File: src/rtl/v2f_seq_mul_narrow_if.sv
// Operand/result handshake bundle for v2f_seq_mul_narrow.
// The master side presents operands and consumes results. The multiplier is the slave side.
interface v2f_seq_mul_narrow_if #(
  parameter int WIDTH = 32,
  parameter int FULL  = 0
);
  localparam int YW = (FULL != 0) ? 2 * WIDTH : WIDTH;

  logic             in_valid;
  logic             in_ready;
  logic [WIDTH-1:0] in_a;
  logic [WIDTH-1:0] in_b;
  logic             out_valid;
  logic             out_ready;
  logic [YW-1:0]    out_y;

  modport master (
    output in_valid, in_a, in_b, out_ready,
    input  in_ready, out_valid, out_y
  );

  modport slave (
    input  in_valid, in_a, in_b, out_ready,
    output in_ready, out_valid, out_y
  );
endinterface

File: src/rtl/v2f_seq_mul_narrow.sv
// Sequential unsigned multiplier built from one 16x16 partial product per cycle.
// FULL=0 keeps the low WIDTH bits and skips limb pairs that cannot reach them.
module v2f_seq_mul_narrow #(
  parameter int WIDTH = 32,
  parameter int FULL  = 0
) (
  input  logic                  pos_clk,
  input  logic                  pos_arst,
  input  logic                  abort,
  v2f_seq_mul_narrow_if.slave   bus
);
  localparam int N  = WIDTH / 16;
  localparam int YW = (FULL != 0) ? 2 * WIDTH : WIDTH;

  if ((WIDTH % 16) != 0 || WIDTH < 16 || WIDTH > 128) begin : g_bad_width
    $error("v2f_seq_mul_narrow: WIDTH must be a multiple of 16 in 16..128");
  end
  if (FULL != 0 && FULL != 1) begin : g_bad_full
    $error("v2f_seq_mul_narrow: FULL must be 0 or 1");
  end

  localparam logic [1:0] S_IDLE = 2'd0;
  localparam logic [1:0] S_BUSY = 2'd1;
  localparam logic [1:0] S_DONE = 2'd2;
  localparam logic [3:0] LAST   = 4'(N - 1);

  logic [1:0]       state;
  logic [WIDTH-1:0] a_q;
  logic [WIDTH-1:0] b_q;
  logic [YW-1:0]    acc;
  logic [3:0]       i;
  logic [3:0]       j;

  logic [15:0]   a_limb;
  logic [15:0]   b_limb;
  logic [31:0]   pp;
  logic [4:0]    ij;
  logic [8:0]    sh;
  logic [YW-1:0] pp_sh;
  logic          j_last;
  logic          op_last;

  assign a_limb = 16'(a_q >> {i, 4'b0});
  assign b_limb = 16'(b_q >> {j, 4'b0});
  // The upper operand halves are constant zero, so this reduces to a 16x16 multiplier.
  assign pp     = {16'b0, a_limb} * {16'b0, b_limb};
  assign ij     = {1'b0, i} + {1'b0, j};
  assign sh     = {ij, 4'b0};
  // Truncating before the shift is safe: bits above YW would be shifted out anyway.
  assign pp_sh  = YW'(pp) << sh;

  // In low-half mode the inner loop stops on the diagonal i+j == N-1.
  assign j_last  = (FULL != 0) ? (j == LAST) : (ij == 5'(N - 1));
  assign op_last = (i == LAST) && j_last;

  // NOTE: state is updated only with non-blocking assignments, so every branch
  // reads the pre-edge values. The reset is asynchronous and clears all
  // registers, so a run after reset starts from the same state as at power-up.
  always_ff @(posedge pos_clk or posedge pos_arst) begin
    if (pos_arst) begin
      state <= S_IDLE;
      a_q   <= '0;
      b_q   <= '0;
      acc   <= '0;
      i     <= '0;
      j     <= '0;
    end else if (abort) begin
      state <= S_IDLE;
    end else begin
      case (state)
        S_IDLE: begin
          if (bus.in_valid) begin
            a_q   <= bus.in_a;
            b_q   <= bus.in_b;
            acc   <= '0;
            i     <= '0;
            j     <= '0;
            state <= S_BUSY;
          end
        end
        S_BUSY: begin
          acc <= acc + pp_sh;
          if (op_last) begin
            i     <= '0;
            j     <= '0;
            state <= S_DONE;
          end else if (j_last) begin
            i <= i + 4'd1;
            j <= '0;
          end else begin
            j <= j + 4'd1;
          end
        end
        S_DONE: begin
          if (bus.out_ready) state <= S_IDLE;
        end
        default: state <= S_IDLE;
      endcase
    end
  end

  assign bus.in_ready  = (state == S_IDLE);
  assign bus.out_valid = (state == S_DONE);
  assign bus.out_y     = acc;
endmodule

File: src/flat_wrapper.sv
// flat-port wrapper written by rule: the top's interface ports become plain ports
module v2f_seq_mul_narrow_flat 
#(
  parameter int WIDTH = 32,
  parameter int FULL  = 0
)
  (pos_clk, pos_arst, abort, bus_in_valid, bus_in_a, bus_in_b, bus_out_ready, bus_in_ready, bus_out_valid, bus_out_y);
  v2f_seq_mul_narrow_if #(.WIDTH(WIDTH), .FULL(FULL)) bus_i ();
  input  logic pos_clk;
  input  logic pos_arst;
  input  logic abort;
  input wire logic [$bits(bus_i.in_valid)-1:0] bus_in_valid;
  input wire logic [$bits(bus_i.in_a)-1:0] bus_in_a;
  input wire logic [$bits(bus_i.in_b)-1:0] bus_in_b;
  input wire logic [$bits(bus_i.out_ready)-1:0] bus_out_ready;
  output wire logic [$bits(bus_i.in_ready)-1:0] bus_in_ready;
  output wire logic [$bits(bus_i.out_valid)-1:0] bus_out_valid;
  output wire logic [$bits(bus_i.out_y)-1:0] bus_out_y;
  assign bus_i.in_valid = bus_in_valid;
  assign bus_i.in_a = bus_in_a;
  assign bus_i.in_b = bus_in_b;
  assign bus_i.out_ready = bus_out_ready;
  assign bus_in_ready = bus_i.in_ready;
  assign bus_out_valid = bus_i.out_valid;
  assign bus_out_y = bus_i.out_y;
  v2f_seq_mul_narrow #(.WIDTH(WIDTH), .FULL(FULL)) u_core (.pos_clk(pos_clk), .pos_arst(pos_arst), .abort(abort), .bus(bus_i));
endmodule
File: config.mk
export PLATFORM = sky130hd
export DESIGN_NAME = v2f_seq_mul_narrow_flat
export DESIGN_NICKNAME = d
export VERILOG_FILES = /design/src/rtl/v2f_seq_mul_narrow_if.sv /design/src/rtl/v2f_seq_mul_narrow.sv /design/src/flat_wrapper.sv
export SDC_FILE = /design/constraint.sdc
export NUM_CORES = 1
export LEC_CHECK = 0
export CORE_MARGIN = 8
export CORE_UTILIZATION = 60
export CTS_CLUSTER_SIZE = 10
export DETAILED_ROUTE_END_ITERATION = 12
export DONT_BUFFER_PORTS = 1
export MAX_ROUTING_LAYER = met4
export PLACE_DENSITY = 0.76
export SYNTH_ARGS = -nofsm -noshare
export SYNTH_HDL_FRONTEND = slang
export SYNTH_SLANG_ARGS = --single-unit
File: constraint.sdc
create_clock -name pos_clk -period 11.7 [get_ports pos_clk]
set_clock_uncertainty 0.2 [all_clocks]
set_input_delay 1.17 -clock pos_clk [delete_from_list [all_inputs] [get_ports pos_clk]]
set_output_delay 1.17 -clock pos_clk [all_outputs]
set_load 0.005 [all_outputs]
==> results.py <==
metrics = {
    "yosys": {
        "synth_common_cells": "245 x inv_1, 221 x nand2_1, 196 x fa_1",
        "netlist.area_leader.share_pct": 26.6,
        "ys.flop_type": "dfrtp_1",
        "netlist_area_sq_um": 14800,
        "synthArstFlopShare_pct": 100,
        "yosys.area.top_type": "fa_1",
        "synth_edf_count": 0,
        "yosysMostFrequentCell": "inv_1",
        "synth_nets": 2030,
        "synth_seq_area_share_pct": 18.0,
        "postSynthCellCount": 1623,
        "synthTopCellsByArea": "fa_1 27%, dfrtp_1 18%, ha_1 12%",
        "yosysWarningCount": 0,
        "ys_ff_latch": 106,
        "avgSynthCellArea_sq_um": 9.10,
        "ys_types": 65,
    },
    "clocking": {
        "htree_levels": 3,
        "clk_pin_slew_ns": 0.08,
        "clock_latency_ns": 0.37,
        "cts_setup_buffers": 0,
        "postCtsResizedCells": 0,
        "cts_hold_buffers": 0,
        "cts_tree": "built",
        "clockBufferDepth": 2,
        "cts.sinks": 106,
        "cts-root-buf": "clkbuf_16",
        "numCtsBuffers": 9,
    },
    "placement": {
        "numPortBuffers": 0,
        "finalWeightedCongestion": 1.01,
        "place_hpwl_microns": 31500,
        "dpl_cell_area_sq_um": 15000,
        "dp_slack_ns": 1.83,
    },
    "detailed_routing": {
        "ant_nets": 0,
        "initialDrtViolationCount": 782,
        "drc": 0,
        "drtPass1Iterations": 5,
        "vias": 11321,
        "wire_per_inst_microns": 20.1,
        "wl_microns": 38400,
        "routed_via_density": 5.93,
    },
    "sta": {
        "period_share_pct": 85.4,
        "maxSlewHeadroom_pct": 29.2,
        "rsz0062_at_grt": "no",
        "worstMarginPinSlew_ns": 1.06,
        "fin_crit_ns": 9.99,
        "finalHoldViolCount": 0,
        "maxSlewViolCount": 0,
        "fmax_mhz": 100,
        "layout_setup_ws_ns": 1.71,
        "final-setup-viol-count": 0,
        "fin_setup_tns_ns": 0,
    },
    "worst_setup_path": {
        "max_stage_delay_ns": 0.98,
        "critical_path_peak_fanout": 21,
        "crit_arrival_ns": 10.05,
        "cp.required_ns": 11.76,
        "r2r_cells": 33,
        "cpMaxStageDelayCell": "dfrtp_1",
        "r2r_slack_ns": 1.71,
        "cp-end-kind": "flop",
        "cpMostUsedCell": "fa_1",
        "timing.rr.start": "u_core.j[0]$_DFFE_PP0P_",
        "crit_type": "flop to flop",
        "r2r_end": "u_core.bus.out_y[31]$_DFFE_PP0P_",
        "critPathLaunchType": "flop",
    },
    "global_route": {
        "grt_pass1_vias": 12155,
        "antenna_found_initial": 0,
        "grt_use_total_pct": 27.3,
        "grt_overflow": 0,
        "grt_pass1_wl_microns": 64500,
        "grt_max_degree": 75,
    },
    "layout": {
        "fillers": 2008,
        "areaGrowthSynthToFinish_pct": 3.73,
        "regArea_sq_um": 2650,
        "drive_above_1_share_pct": 8.83,
        "fin_nets": 1987,
        "multi_input_area_sq_um": 11000,
        "final_area_sq_um": 15300,
        "antennaDiodeCount": 0,
    },
    "floorplan": {
        "die_w_microns": 173,
        "die_y_microns": 173,
        "core_area_sq_um": 24200,
        "die_area_sq_um": 29900,
        "start_util_pct": 60.9,
        "pin_count": 103,
        "rows": 57,
    },
    "status": {
        "status": "completed",
    },
    "min_path": {
        "holdPathStages": 1,
        "hold_path_class": "flop to flop",
        "hold_end": "u_core.b_q[3]$_DFFE_PP0P_",
        "hp-start": "u_core.b_q[3]$_DFFE_PP0P_",
    },
    "flow_run": {
        "drv_cap": 0,
    },
}
-- metal layers --
layer / vias to the layer above / wire length (microns) / track usage [%]
met4: 0 / 1660 / 11.1
met5: - / 0 / -
met2: 496 / 17800 / 43.1
met3: 103 / 3150 / 6.58
li1: 5155 / - / -
met1: 5567 / 15800 / 33.5
-- cells in the final DEF, fill, tap and decap left out, types with 7 or more instances in the layout --
master	instances
nand3_1	14
xor2_1	25
inv_1	244
ha_1	142
a21o_1	21
o21a_1	11
xnor2_1	28
and2_1	35
nor3_1	14
nor2_1	165
a21oi_1	53
o21ai_0	41
fa_1	196
mux2_2	93
nand2b_1	9
clkbuf_16	9
o22ai_1	9
a22o_1	29
dfrtp_1	106
a211oi_1	7
buf_4	7
nand2_1	221
-- through the flow --
stage / hold WS, ns / cells / utilization, %
detailed placement: 0.291 / 1893 / 62.0
floorplan: 0.275 / 1623 / -
CTS: 0.309 / 1909 / 63.2
finish: 0.308 / 1909 / 63.2
global placement: 0.283 / 1893 / 62.0
global route: 0.320 / 1909 / 63.2
-- registers in the layout, summed over array words and instances (netlist names) --
signal and count:
u_core.a_q 32, u_core.b_q 32, u_core.bus.out_y 32, u_core.i 4, u_core.j 4, u_core.state 2
-- logic make-up (layout without fill, tap and decap cells) --
kind of cell / Yosys count / in the layout / synth area share, %
mux: 99 / 99 / 7.50
buf+inv: 306 / 268 / 7.78
simple gates: 494 / 494 / 14.2
flops: 106 / 106 / 18.0
compound gates: 227 / 227 / 10.8
fa+ha+maj: 338 / 338 / 38.6
xor+xnor: 53 / 53 / 3.14
-- worst max-delay path, delay by kind of cell, from the launching register on --
kind | cells | cell delay, ns
adders and majority gates | 8 | 3.65
AOI/OAI and AO/OA | 14 | 3.05
and+or+nand+nor | 4 | 1.32
DFF | 1 | 0.98
muxes | 1 | 0.29
buffers and inverters | 5 | 0.26
xor gates and xnor gates | 1 | 0.07
-- worst max-delay path by stage --
stage	end	slack [ns]	cells past startpoint	startpoint
floorplan	u_core.bus.out_y[31]$_DFFE_PP0P_	2.59	36	u_core.j[0]$_DFFE_PP0P_
global placement	u_core.bus.out_y[31]$_DFFE_PP0P_	2.06	33	u_core.j[0]$_DFFE_PP0P_
detailed placement	u_core.bus.out_y[31]$_DFFE_PP0P_	1.83	33	u_core.j[0]$_DFFE_PP0P_
CTS	u_core.bus.out_y[31]$_DFFE_PP0P_	1.79	33	u_core.j[0]$_DFFE_PP0P_
global route	u_core.bus.out_y[31]$_DFFE_PP0P_	1.06	33	u_core.j[0]$_DFFE_PP0P_
finish	u_core.bus.out_y[31]$_DFFE_PP0P_	1.71	33	u_core.j[0]$_DFFE_PP0P_
-- cell type report --
type                       instances  area share, %
timing repair buffer               7          0.343
clock buffer                       9           1.47
multi-input combinational       1211           71.7
tap                              324           2.65
clock inverter                     7          0.465
sequential                       106           17.3
inverter                         245           6.02
Power is not shown: default switching activity piles up to over one toggle a cycle in this logic, so the estimate is an artifact.
